<file path="src/rtl/serial_paralelo_sync.sv">
// Serial-to-parallel deserializer with comma-based symbol alignment.
// It hunts for COM, locks after SYNC_COMS aligned COMs, and then delivers non-COM symbols.
module serial_paralelo_sync #(
    parameter int               WIDTH     = 8,
    parameter logic [WIDTH-1:0] COM       = 8'hBC,
    parameter int               SYNC_COMS = 4,
    parameter int               MAX_GAP   = 16
) (
    input  logic             clk_32f,
    input  logic             reset,
    input  logic             data_in,
    output logic [WIDTH-1:0] data_out,
    output logic             valid_out,
    output logic             active,
    output logic             com_det,
    output logic             sync_lost
);

    localparam int BCW = $clog2(WIDTH);
    localparam int CCW = $clog2(SYNC_COMS + 1);
    localparam int GCW = $clog2(MAX_GAP + 1);

    localparam logic [BCW-1:0] LAST_BIT = BCW'(WIDTH - 1);
    localparam logic [CCW-1:0] SYNC_CNT = CCW'(SYNC_COMS);
    localparam logic [GCW-1:0] GAP_MAX  = GCW'(MAX_GAP);

    typedef enum logic [1:0] {HUNT, LOCKING, ACTIVE} state_e;

    state_e           state_q, state_d;
    logic [WIDTH-1:0] sr_q, sr_d;
    logic [BCW-1:0]   bit_cnt_q, bit_cnt_d;
    logic [CCW-1:0]   com_cnt_q, com_cnt_d;
    logic [GCW-1:0]   gap_cnt_q, gap_cnt_d;
    logic [WIDTH-1:0] data_out_q, data_out_d;
    logic             valid_q, valid_d;
    logic             active_q, active_d;
    logic             com_det_q, com_det_d;
    logic             sync_lost_q, sync_lost_d;

    logic boundary;
    logic is_com;

    // Decisions look at the already-updated shift register, so every output
    // lands one cycle after the edge that sampled a symbol's last bit.
    assign sr_d     = {sr_q[WIDTH-2:0], data_in};
    assign boundary = (bit_cnt_q == LAST_BIT);
    assign is_com   = (sr_q == COM);

    always_comb begin
        // NOTE: every signal gets a default first so no path leaves it unassigned (no latches).
        state_d     = state_q;
        bit_cnt_d   = boundary ? '0 : bit_cnt_q + 1'b1;
        com_cnt_d   = com_cnt_q;
        gap_cnt_d   = gap_cnt_q;
        data_out_d  = data_out_q;
        valid_d     = 1'b0;
        com_det_d   = 1'b0;
        sync_lost_d = 1'b0;

        case (state_q)
            HUNT: begin
                bit_cnt_d = '0;
                if (is_com) begin
                    com_cnt_d = CCW'(1);
                    com_det_d = 1'b1;
                    if (SYNC_COMS == 1) begin
                        state_d   = ACTIVE;
                        gap_cnt_d = '0;
                    end else begin
                        state_d = LOCKING;
                    end
                end
            end
            LOCKING: begin
                if (boundary) begin
                    if (is_com) begin
                        com_det_d = 1'b1;
                        com_cnt_d = com_cnt_q + 1'b1;
                        if (com_cnt_d == SYNC_CNT) begin
                            state_d   = ACTIVE;
                            gap_cnt_d = '0;
                        end
                    end else begin
                        state_d   = HUNT;
                        com_cnt_d = '0;
                    end
                end
            end
            ACTIVE: begin
                if (boundary) begin
                    if (is_com) begin
                        com_det_d = 1'b1;
                        gap_cnt_d = '0;
                    end else if (gap_cnt_q < GAP_MAX) begin
                        data_out_d = sr_q;
                        valid_d    = 1'b1;
                        gap_cnt_d  = gap_cnt_q + 1'b1;
                    end else begin
                        sync_lost_d = 1'b1;
                        state_d     = HUNT;
                        com_cnt_d   = '0;
                    end
                end
            end
            default: state_d = HUNT;
        endcase

        active_d = (state_d == ACTIVE);
    end

    always_ff @(posedge clk_32f) begin
        // NOTE: sequential state uses non-blocking assignments so all registers update together.
        if (reset) begin
            state_q     <= HUNT;
            sr_q        <= '0;
            bit_cnt_q   <= '0;
            com_cnt_q   <= '0;
            gap_cnt_q   <= '0;
            data_out_q  <= '0;
            valid_q     <= 1'b0;
            active_q    <= 1'b0;
            com_det_q   <= 1'b0;
            sync_lost_q <= 1'b0;
        end else begin
            state_q     <= state_d;
            sr_q        <= sr_d;
            bit_cnt_q   <= bit_cnt_d;
            com_cnt_q   <= com_cnt_d;
            gap_cnt_q   <= gap_cnt_d;
            data_out_q  <= data_out_d;
            valid_q     <= valid_d;
            active_q    <= active_d;
            com_det_q   <= com_det_d;
            sync_lost_q <= sync_lost_d;
        end
    end

    assign data_out  = data_out_q;
    assign valid_out = valid_q;
    assign active    = active_q;
    assign com_det   = com_det_q;
    assign sync_lost = sync_lost_q;

endmodule

</file>
<file path="config.mk">
export PLATFORM = sky130hd
export DESIGN_NAME = serial_paralelo_sync
export DESIGN_NICKNAME = d
export VERILOG_FILES = /design/src/rtl/serial_paralelo_sync.sv
export SDC_FILE = /design/constraint.sdc
export NUM_CORES = 1
export LEC_CHECK = 0
export CORE_ASPECT_RATIO = 0.7
export CORE_UTILIZATION = 25
export CTS_CLUSTER_DIAMETER = 200
export DETAILED_ROUTE_END_ITERATION = 16
export GPL_ROUTABILITY_DRIVEN = 0
export PLACE_DENSITY_LB_ADDON = 0.08
export SLEW_MARGIN = 20
export SYNTH_ARGS = -nofsm -noshare
export SYNTH_HDL_FRONTEND = slang
export SYNTH_SLANG_ARGS = --single-unit
export TNS_END_PERCENT = 10
</file>
<file path="constraint.sdc">
create_clock -name clk_32f -period 2.77 [get_ports clk_32f]
set_input_delay 0.554 -clock clk_32f [delete_from_list [all_inputs] [get_ports clk_32f]]
set_output_delay 0.554 -clock clk_32f [all_outputs]
set_load 0.005 [all_outputs]
</file>
### Yosys cells after proc, flatten, opt, wreduce, memory -nomap -nowiden

Cells that the tools add are included.

| storage, ports and cells | value |
|---|---|
| latch bits | 0 |
| memories kept | 0 |
| logic and storage cells | 67 |
| input port bits | 3 |
| bits in registers | 33 |
| memory bits (writable) | 0 |
| output and inout port bits | 12 |
| memory bits (read-only) | 0 |

| operators by class | value |
|---|---|
| bitwise operators | 3 |
| equal/unequal tests | 14 |
| mux-type cells | 27 |
| multipliers | 0 |
| order comparisons | 1 |
| $add $sub $neg | 3 |
| reduce and logical (&&, ||, !) cells | 9 |
| divide/modulo/power cells | 0 |
| shift operators | 0 |

Operators by type and width:

| cell | number |
|---|---|
| $mux W5 | 6 |
| $mux W3 | 6 |
| $mux W2 | 7 |
| $ne A2 B2 Y1 const B | 7 |
| $reduce_and A6 Y1 | 2 |
| $pmux W5 S2 | 1 |
| $pmux W3 S3 | 1 |
| $eq A8 B8 Y1 const B | 1 |
| $add A3 B1 Y3 const B | 2 |
| $eq A3 B3 Y1 const B | 2 |
| $pmux W2 S3 | 1 |
| $add A5 B1 Y5 const B | 1 |
| $lt A5 B5 Y1 const B | 1 |
| $eq A2 B2 Y1 const B | 2 |
| $mux W1 | 4 |
| $reduce_and A4 Y1 | 1 |
| $reduce_or A4 Y1 | 1 |
| $ne A3 B3 Y1 const B | 1 |
| $not A1 Y1 | 3 |
| $reduce_bool A3 Y1 | 1 |
| $reduce_or A3 Y1 | 1 |
| $eq A2 B1 Y1 const B | 1 |
| $logic_not A2 Y1 | 1 |
| $pmux W1 S2 | 1 |
| 2 further kinds | 2 |

### Logic depth before layout (Yosys ltp)

Gate-level depths: netlist of run 1.

| depth | value |
|---|---|
| depth in word-level cells | 7 |
| gate-level depth with buffers | 8 |
| mapped depth without buffers | 7 |

### Worst setup path after synthesis of run 1

No wires, ideal clock.

| path | value |
|---|---|
| kind | register to register |
| start | reg sr_q[6] |
| end | reg com_cnt_q[0] |
| library setup time | 0.079 ns |
| stages on the path, launching flop included | 7 |
| arrival | 1.886 ns |
| setup slack | 0.805 ns |
| period minus slack after synthesis | 1.965 ns |
| buffers on the path | 1 |
| required time | 2.691 ns |
| cells stage by stage | dfxtp_1 -> or4b_4 -> buf_6 -> or2_4 -> a2111oi_4 -> nor2_1 -> a211oi_2 |

| on the way | value |
|---|---|
| cells in the longest elaborated chain, start to end | 4 |
| elaborated cells on any way between the ends | 7 |
| classes of those cells | 3 x eq/ne; 3 x mux; 1 x reduce/logical |

RTL lines:

| what | line | text |
|---|---|---|
| from (decl) | 30 | `logic [WIDTH-1:0] sr_q, sr_d;` |
| from (signal assigned) | 126 | `sr_q <= sr_d;` |
| $eq A8 B8 Y1 (*) | 47 | `assign is_com = (sr_q == COM);` |
| $mux W3 | 76 | `if (is_com) begin` |
| $mux W3 | 75 | `if (boundary) begin` |
| $pmux W3 S3 | 60 | `case (state_q)` |
| to (signal assigned) | 128 | `com_cnt_q <= com_cnt_d;` |
| to (decl) | 32 | `logic [CCW-1:0] com_cnt_q, com_cnt_d;` |

Mark *: on every way between the ends. The rest lies on a longest branch, timed or not. The select of a mux whose other input is x is not followed.
A chain may end at the register's enable or synchronous reset.

### Final worst setup path of run 1

| path | value |
|---|---|
| start | reg sr_q[6] |
| end | reg data_out_q[2], in the netlist data_out[2] |

| on the way | value |
|---|---|
| cells in the longest elaborated chain, start to end | 3 |

RTL lines:

| what | line | text |
|---|---|---|
| $eq A8 B8 Y1 | 47 |  |
| $not A1 Y1 (no source line) | -- |  |
| $reduce_and A4 Y1 (no source line) | -- |  |
| to (signal assigned) | 130 | `data_out_q <= data_out_d;` |
| to (decl) | 34 | `logic [WIDTH-1:0] data_out_q, data_out_d;` |

Every way passes these cells.

==> results.py, run 1 <==
metrics = {
    "worst_setup_path": {
        "r2r_setup_slack_ns": 0.63,
        "cp_max_fo": 9,
        "endpoint_kind": "flop",
        "reg2reg_depth": 5,
        "required_ns": 2.92,
        "critPathLaunchType": "flop",
        "r2r-end": "data_out[2]",
        "arrival_ns": 2.30,
        "critical_path_class": "reg2reg",
        "reg2reg_from": "sr_q[6]",
    },
    "yosys": {
        "synthArstFlopShare": 0,
        "synth_area_leaders": "dfxtp_1 46%, ha_1 8.6%, mux2i_1 6.2%, nor2_1 4.4%, nor2b_1 3.5%",
        "synth_fp_nets": 161,
        "synth_top_area_cell": "dfxtp_1",
        "syn_area_mm2": 0.00145,
        "syn_area_per_cell_um2": 9.78,
        "ys_types": 40,
        "synth_top_area_share": 0.456,
        "postSynthCellCount": 148,
        "synth-seq-cells": 33,
        "synthFlopType": "dfxtp_1",
        "ys_seq_area_frac": 0.456,
        "synth_most_common_cell": "dfxtp_1",
        "yosysWarnings": 0,
        "synth_edf_count": 0,
        "synth_common_cells": "33 x dfxtp_1, 17 x nor2_1, 10 x ha_1, 9 x mux2i_1",
    },
    "clock_network": {
        "post_cts_buffers": 0,
        "clk_pin_slew_ns": 0.07,
        "clk-insertion-delay-late_ns": 0.28,
        "ctsLongestPathBuffers": 2,
        "cts_root_buffer": "clkbuf_8",
        "cts_tree": "yes",
        "htreeDepth": 2,
        "cts_buffers": 5,
        "hold_buffers": 0,
        "cts_sinks": 33,
        "cts_resized": 0,
    },
    "placed_design": {
        "post-place-ws_ns": 0.646,
        "hpwl_mm": 2.12,
        "io_buffers": 14,
    },
    "global_routing": {
        "grt_use_total": 0.108,
        "grt_max_degree": 14,
        "grt_pass1_vias": 1008,
        "grt-ovfl-total": 0,
        "antenna_found_initial": 0,
        "grt_pass1_wl_mm": 4.96,
    },
    "sta": {
        "rsz0062_at_grt": "no",
        "slew_headroom": 0.669,
        "setup_slack_ns": 0.625,
        "fin_tns_setup_ns": 0,
        "setup_viol": 0,
        "maxSlewViolCount": 0,
        "skew_ns": 0.00545,
        "hold_viol_final": 0,
        "period_needed_ns": 2.14,
        "clock.fmax_mhz": 466,
        "tightest_slew_ns": 0.496,
        "fin_crit_sh": 0.774,
    },
    "floorplan": {
        "die_area_mm2": 0.00610,
        "die_w_um": 93.0,
        "initial_utilization": 0.268,
        "die-height_um": 65.7,
        "rows": 22,
        "io_pins": 15,
        "core_area_mm2": 0.00540,
    },
    "detailed_routing": {
        "wl_per_cell_um": 12.2,
        "wl_mm": 2.88,
        "routed_via_density": 4.50,
        "drt_iter0_drc": 62,
        "dr.pass1.iters": 4,
        "vias": 1062,
        "postRouteAntennaNets": 0,
        "drc": 0,
    },
    "hold_path": {
        "hp-class": "reg2reg",
        "worstHoldStart": "bit_cnt_q[0]",
        "hold-path-endpoint": "bit_cnt_q[0]",
        "whs_path_depth": 1,
    },
    "pwr": {
        "leakage_nw": 0.684,
        "ir_drop_mv": 0.249,
        "powerDensity_mw_per_mm2": 541,
    },
    "layout": {
        "antenna-diode-count": 0,
        "synthToLayoutAreaGrowth_pct": 22.3,
        "final_layout_size_suffix_gt1_frac": 0.0976,
        "fillers": 562,
        "final_nets": 176,
    },
    "flow_run": {
        "max_cap_viol_count": 0,
    },
    "run_status": {
        "status": "finished clean",
    },
}
## cells in the final DEF, fill, tap and decap left out, types with 2 or more instances in the layout
cell type        netlist  layout
and2_1                 3       3
nand2_1                5       5
mux2i_1                9       9
a21oi_1                6       6
nor4_1                 4       4
a221oi_1               2       2
o32ai_1                2       2
dfxtp_1               33      33
or3_1                  3       3
inv_1                  8       8
ha_1                  10      10
nor3_1                 3       3
clkdlybuf4s50_1        0      14
nor2_1                17      17
buf_4                  0       2
a31oi_1                3       3
o21ai_0                3       3
nor2b_1                8       8
o21ai_1                2       2
clkbuf_8               0       6
## flip-flops by register name, indices dropped and copies added (netlist names)
name       count
active         1
com_det        1
state_q        2
bit_cnt_q      3
sr_q           8
com_cnt_q      3
gap_cnt_q      5
valid_out      1
sync_lost      1
data_out       8
## per-stage QoR
stage | hold WS, ns | util | area (um^2) | cells | power (mW)
3_5_place_dp | 0.430 | 0.307 | 1650 | 228 | 0.505
6_report | 0.432 | 0.328 | 1770 | 236 | 0.957
4_1_cts | 0.443 | 0.328 | 1770 | 236 | 0.976
3_3_place_gp | 0.438 | 0.307 | 1650 | 228 | 0.505
5_1_grt | 0.477 | 0.328 | 1770 | 236 | 0.995
2_1_floorplan | 0.405 | - | 1450 | 148 | 0.498
## power by group
| part | total [mW] | switching [mW] | internal (mW) |
|---|---|---|---|
| sequential | 0.478 | 0.00162 | 0.477 |
| clock | 0.463 | 0.170 | 0.293 |
| combinational | 0.0158 | 0.00917 | 0.00666 |
## final cells by class
class | count | area [um^2] | area share
clock buffers | 7 | 86.3 | 0.0488
repair buffers | 16 | 155 | 0.0876
well taps | 72 | 90.1 | 0.0509
flip-flops and latches | 33 | 661 | 0.373
clock inverters | 1 | 30.0 | 0.0170
multi-input cells | 99 | 718 | 0.406
inverters | 8 | 30.0 | 0.0170
## how the worst max path moves through the flow
| stage | from | endpoint | slack [ns] | depth (start not counted) |
|---|---|---|---|---|
| 5_1_grt | sr_q[6] | data_out[0] | 0.48 | 5 |
| 2_1_floorplan | sr_q[6] | com_cnt_q[0] | 0.80 | 6 |
| 3_3_place_gp | sr_q[6] | data_out[5] | 0.64 | 5 |
| 3_5_place_dp | sr_q[6] | data_out[2] | 0.65 | 5 |
| 4_1_cts | sr_q[6] | data_out[2] | 0.63 | 5 |
| 6_report | sr_q[6] | data_out[2] | 0.63 | 5 |
## worst max-delay path: stages, from the launching register on
cell and delay (ns):
dfxtp_1 0.34, or4b_4 0.61, o21ai_1 0.31, or2_1 0.47, mux2i_1 0.24, nor2_1 0.05
## routing by layer
layer | part of all wire | track usage | wire length [um] | vias to the layer above
li1 | - | - | - | 550
met1 | 0.55 | 0.158 | 1590 | 481
met2 | 0.37 | 0.137 | 1070 | 26
met3 | 0.063 | 0.0405 | 180 | 5
met4 | 0.013 | 0.0462 | 38 | 0
met5 | 0 | 0 | 0 | -
## cells by family (layout without fill, tap and decap cells)
kind of cell | after synthesis | after routing | share of synthesized area
compound gates | 25 | 25 | 0.132
xor+xnor | 2 | 2 | 0.0121
fa+ha+maj | 10 | 10 | 0.0864
buf+inv | 16 | 32 | 0.0475
flops | 33 | 33 | 0.456
mux | 9 | 9 | 0.0622
simple gates | 53 | 53 | 0.203
Power figures use the tool's default switching activity.
==> inputs of run 2 (changes only) <==
==> constraint.sdc (replaced) <==
create_clock -name clk_32f -period 2 [get_ports clk_32f]
set_input_delay 0.4 -clock clk_32f [delete_from_list [all_inputs] [get_ports clk_32f]]
set_output_delay 0.4 -clock clk_32f [all_outputs]
set_load 0.005 [all_outputs]
==> run 2 against run 1 <==
  * Utilization rose by 0.83 points
  * Critical endpoint is now gap_cnt_q[3]
  * Clock power grew 5.4%
  * Maximum frequency increased by 9.9%
  * Critical path type unchanged
==> results.py, run 2 (same netlist as run 1, synthesis figures left out) <==
metrics = {
    "floorplan": {
        "initial_utilization": 0.268,
        "die_w_um": 93.0,
        "core_area_mm2": 0.00540,
        "die-height_um": 65.7,
        "rows": 22,
        "io_pins": 15,
        "die_area_mm2": 0.00610,
    },
    "pwr": {
        "ir_drop_mv": 0.225,
        "powerDensity_mw_per_mm2": 646,
        "leakage_nw": 0.720,
    },
    "detailed_routing": {
        "postRouteAntennaNets": 0,
        "vias": 1101,
        "dr.pass1.iters": 4,
        "routed_via_density": 4.55,
        "drt_iter0_drc": 68,
        "drc": 0,
        "wl_mm": 3.17,
        "wl_per_cell_um": 13.1,
    },
    "clock_network": {
        "cts_root_buffer": "clkbuf_8",
        "cts_tree": "yes",
        "hold_buffers": 0,
        "cts_buffers": 5,
        "clk_pin_slew_ns": 0.07,
        "clk-insertion-delay-late_ns": 0.28,
        "cts_sinks": 33,
        "htreeDepth": 2,
        "ctsLongestPathBuffers": 2,
    },
    "placed_design": {
        "io_buffers": 14,
        "hpwl_mm": 2.29,
        "placed_area_mm2": 0.00171,
    },
    "worst_setup_path": {
        "endpoint_kind": "flop",
        "cp_slowest_cell": "or4b_4",
        "cp_top_family": "simple AND/OR/NAND/NOR gates",
        "cp_max_fo": 7,
        "arrival_ns": 2.17,
        "critical_path_class": "reg2reg",
        "cp_cell_sequence": "or4b_4 > nor4_4 > a22oi_2 > or3_1 > a21oi_1",
        "required_ns": 2.22,
        "critPathBufInv": 0,
        "critPathLaunchType": "flop",
        "slowest_delay_ns": 0.60,
    },
    "sta": {
        "fin_crit_sh": 0.976,
        "period_needed_ns": 1.95,
        "tightest_slew_ns": 0.388,
        "setup_viol": 0,
        "clock.fmax_mhz": 512,
        "hold_viol_final": 0,
        "rsz0062_at_grt": "yes",
        "fin_tns_setup_ns": 0,
        "slew_headroom": 0.739,
        "maxSlewViolCount": 0,
        "whs_ns": 0.427,
        "skew_ns": 0.00384,
    },
    "global_routing": {
        "grt_max_degree": 18,
        "grt_pass1_vias": 1074,
        "antenna_found_initial": 0,
        "grt_pass1_wl_mm": 5.38,
        "grt-ovfl-total": 0,
        "grt_use_total": 0.118,
    },
    "layout": {
        "final_nets": 182,
        "final_layout_size_suffix_gt1_frac": 0.147,
        "synthToLayoutAreaGrowth_pct": 25.4,
        "most-common-layout-cells": "33 x dfxtp_1, 17 x nor2_1, 14 x clkdlybuf4s50_1",
        "final_common_cell": "dfxtp_1",
        "antenna-diode-count": 0,
        "stdcell_area_mm2": 0.00182,
        "fillers": 575,
    },
    "flow_run": {
        "max_cap_viol_count": 0,
    },
    "hold_path": {
        "hp-class": "reg2reg",
    },
    "run_status": {
        "status": "finished clean",
    },
}
-- run 2: changes by cell type in the layout (fill, tap and decap cells not counted), moves of 2 or more --
cell	previous run	this run
ha_2	0	2
clkinv_2	0	2
ha_1	10	8
buf_4	2	7
-- run 2: worst reg2reg max path, stage by stage, from the launching register on --
cell	delay, ns
dfxtp_1	0.32
or4b_4	0.60
nor4_4	0.32
a22oi_2	0.15
or3_1	0.37
a21oi_1	0.14
-- run 2: layer usage --
metal | routed length (um) | GRT usage
met1 | 1650 | 0.165
met2 | 1310 | 0.162
met3 | 178 | 0.0394
met4 | 42 | 0.0519
met5 | 0 | 0
-- run 2: cell type report --
type / instances / area [um^2] / share of cell area
Multi-Input combinational cell: 99 / 739 / 0.407
Sequential cell: 33 / 661 / 0.364
Tap cell: 72 / 90.1 / 0.0496
Timing Repair Buffer: 22 / 213 / 0.117
Clock inverter: 2 / 10.0 / 0.00551
Inverter: 8 / 30.0 / 0.0165
Clock buffer: 6 / 72.6 / 0.0400
-- run 2: path summary, 6_finish.rpt --
kind	endpoint	cells past startpoint	slack (ns)	from
worst max register to register	gap_cnt_q[3]	5	0.05	sr_q[6]
worst min-delay path	bit_cnt_q[0]	1	0.43	bit_cnt_q[0]
worst max-delay path	gap_cnt_q[3]	5	0.05	sr_q[6]
worst min register to register	bit_cnt_q[0]	1	0.43	bit_cnt_q[0]
-- run 2: repair_timing --
| action | CTS | global route |
|---|---|---|
| setup endpoints to repair | 0 | 6 |
| gates resized for setup | 0 | 4 |
| buffers inserted | 0 | 0 |
-- run 2: report_power, final --
| group | internal (mW) | switching [mW] | leakage, nW |
|---|---|---|---|
| Sequential | 0.660 | 0.00242 | 0.266 |
| Clock | 0.241 | 0.247 | 0.0450 |
| Combinational | 0.00932 | 0.0132 | 0.409 |
| Total | 0.910 | 0.263 | 0.720 |
-- run 2: through the flow --
step | utilization | instances | setup WS, ns | total power, mW
global route | 0.337 | 242 | -0.0612 | 1.23
detailed placement | 0.317 | 234 | 0.0257 | 0.700
finish | 0.337 | 242 | 0.0479 | 1.17
CTS | 0.333 | 242 | 0.0206 | 1.20
floorplan | - | 148 | 0.0346 | 0.689
global placement | 0.317 | 234 | 0.0774 | 0.700
==> inputs of run 3 (changes only) <==
--- a/config.mk
+++ b/config.mk
@@ -8,9 +8,11 @@
 export CORE_ASPECT_RATIO = 0.7
 export CORE_UTILIZATION = 25
 export CTS_CLUSTER_DIAMETER = 200
+export CTS_CLUSTER_SIZE = 20
 export DETAILED_ROUTE_END_ITERATION = 16
 export GPL_ROUTABILITY_DRIVEN = 0
 export PLACE_DENSITY_LB_ADDON = 0.08
+export RECOVER_POWER = 25
 export SLEW_MARGIN = 20
 export SYNTH_ARGS = -nofsm -noshare
 export SYNTH_HDL_FRONTEND = slang
==> run 3 against run 2 <==
  * Global-route usage is the same
  * Design area fell by 0.41%
  * Sequential share of layout area is 0.15 points higher
  * Count of clock-buffer cells in the layout did not move
  * Utilization decreased by 0.14 points
  * Total power fell by 0.21%
  * Sequential power barely moved
  * Worst hold slack barely moved
  * Clock power hardly changed
  * Clock skew is essentially flat
  * Critical endpoint unchanged
==> results.py, run 3 (same netlist as run 1, synthesis figures left out) <==
metrics = {
    "global_routing": {
        "met1_usage": 0.165,
        "grt_max_degree": 18,
        "grt_use_total": 0.118,
        "grt_use_met3": 0.0394,
        "grt-ovfl-total": 0,
        "grt_pass1_vias": 1074,
        "met2_usage": 0.162,
        "grt_most_used_layer": "met1",
        "grt_pass1_wl_mm": 5.38,
        "antenna_found_initial": 0,
    },
    "clock_network": {
        "clk-insertion-delay-late_ns": 0.28,
        "cts_resized": 0,
        "ctsLongestPathBuffers": 2,
        "htreeDepth": 2,
        "cts_root_buffer": "clkbuf_8",
        "clk_pin_slew_ns": 0.07,
        "cts_buffers": 5,
        "cts_sinks": 33,
        "post_cts_buffers": 0,
        "cts_tree": "yes",
        "hold_buffers": 0,
    },
    "detailed_routing": {
        "vias": 1103,
        "wl_mm": 3.17,
        "drc": 0,
        "drt_iter0_drc": 69,
        "dr.pass1.iters": 4,
        "routed_via_density": 4.56,
        "wl_per_cell_um": 13.1,
        "postRouteAntennaNets": 0,
    },
    "floorplan": {
        "die-height_um": 65.7,
        "core_area_mm2": 0.00540,
        "initial_utilization": 0.268,
        "die_area_mm2": 0.00610,
        "io_pins": 15,
        "rows": 22,
        "die_w_um": 93.0,
    },
    "pwr": {
        "power.share.clock": 0.417,
        "internal_power_uw": 908,
        "ir_drop_mv": 0.225,
        "power_frac_seq": 0.566,
        "power_frac_comb": 0.017,
        "powerDensity_mw_per_mm2": 647,
        "p_switching_uw": 262,
        "leakage_nw": 0.712,
        "swShare": 0.224,
    },
    "sta": {
        "tightest_slew_ns": 0.897,
        "rsz0062_at_grt": "yes",
        "clock.fmax_mhz": 512,
        "slew_headroom": 0.402,
        "setup_viol": 0,
        "setup_slack_ns": 0.0475,
        "period_needed_ns": 1.95,
        "hold_viol_final": 0,
        "skew_ns": 0.00357,
        "fin_crit_sh": 0.976,
        "maxSlewViolCount": 0,
    },
    "layout": {
        "final_common_cell": "dfxtp_1",
        "final_layout_size_suffix_gt1_frac": 0.135,
        "synthToLayoutAreaGrowth_pct": 24.9,
        "fin_util": 0.335,
        "most-common-layout-cells": "33 x dfxtp_1, 17 x nor2_1, 13 x clkdlybuf4s50_1",
        "final_nets": 182,
        "fillers": 576,
        "antenna-diode-count": 0,
    },
    "placed_design": {
        "hpwl_mm": 2.29,
        "post-place-ws_ns": 0.0257,
        "io_buffers": 14,
    },
    "worst_setup_path": {
        "endpoint_kind": "flop",
        "critPathLaunchType": "flop",
        "cp_max_fo": 7,
        "arrival_ns": 2.17,
        "critical_path_class": "reg2reg",
        "required_ns": 2.22,
    },
    "flow_run": {
        "max_cap_viol_count": 0,
    },
    "hold_path": {
        "hp-class": "reg2reg",
    },
    "run_status": {
        "status": "finished clean",
    },
}
[run 3: power groups by stage]
stage	Sequential [mW]	Clock, mW	Combinational [mW]
3_3_place_gp	0.677	0	0.0230
4_1_cts	0.662	0.513	0.0227
5_1_grt	0.662	0.543	0.0232
6_report	0.662	0.488	0.0204
2_1_floorplan	0.677	0	0.0126
3_5_place_dp	0.678	0	0.0226
[run 3: path summary, 6_finish.rpt]
path / slack, ns / endpoint / startpoint / cells past startpoint
hold reg to reg: 0.43 / bit_cnt_q[0] / bit_cnt_q[0] / 1
setup reg to reg: 0.05 / gap_cnt_q[3] / sr_q[6] / 5
hold / removal: 0.43 / bit_cnt_q[0] / bit_cnt_q[0] / 1
setup / recovery: 0.05 / gap_cnt_q[3] / sr_q[6] / 5
[run 3: metal layers]
metal  vias up  part of all wire  routed length [um]
met2        23              0.41                1310
met1       514              0.51                1630
met5         -                 0                   0
met4         0             0.013                  42
li1        561                 -                   -
met3         5             0.060                 189
[run 3: metrics by stage]
step / TNS, ns / power [mW] / instances / hold slack, ns / cell area [um^2]
final: 0 / 1.17 / 242 / 0.427 / 1810
after global routing: -0.219 / 1.23 / 242 / 0.474 / 1810
after CTS: 0 / 1.20 / 242 / 0.438 / 1790
after detailed placement: 0 / 0.700 / 234 / 0.427 / 1710
after global placement: 0 / 0.700 / 234 / 0.420 / 1710
after floorplan: 0 / 0.689 / 148 / 0.405 / 1450
[run 3: area by class of cell]
type                    count  area [um^2]  area share
multi-input cells          99          739       0.409
repair buffers             22          205       0.113
well taps                  72         90.1      0.0498
inverters                   8         30.0      0.0166
clock buffers               6         72.6      0.0401
clock inverters             2         10.0     0.00554
flip-flops and latches     33          661       0.365
[run 3: worst max-delay path, cell delays in order, from the launching register on]
cell     delay (ns)
dfxtp_1        0.32
or4b_4         0.60
nor4_4         0.32
a22oi_2        0.15
or3_1          0.37
a21oi_1        0.14
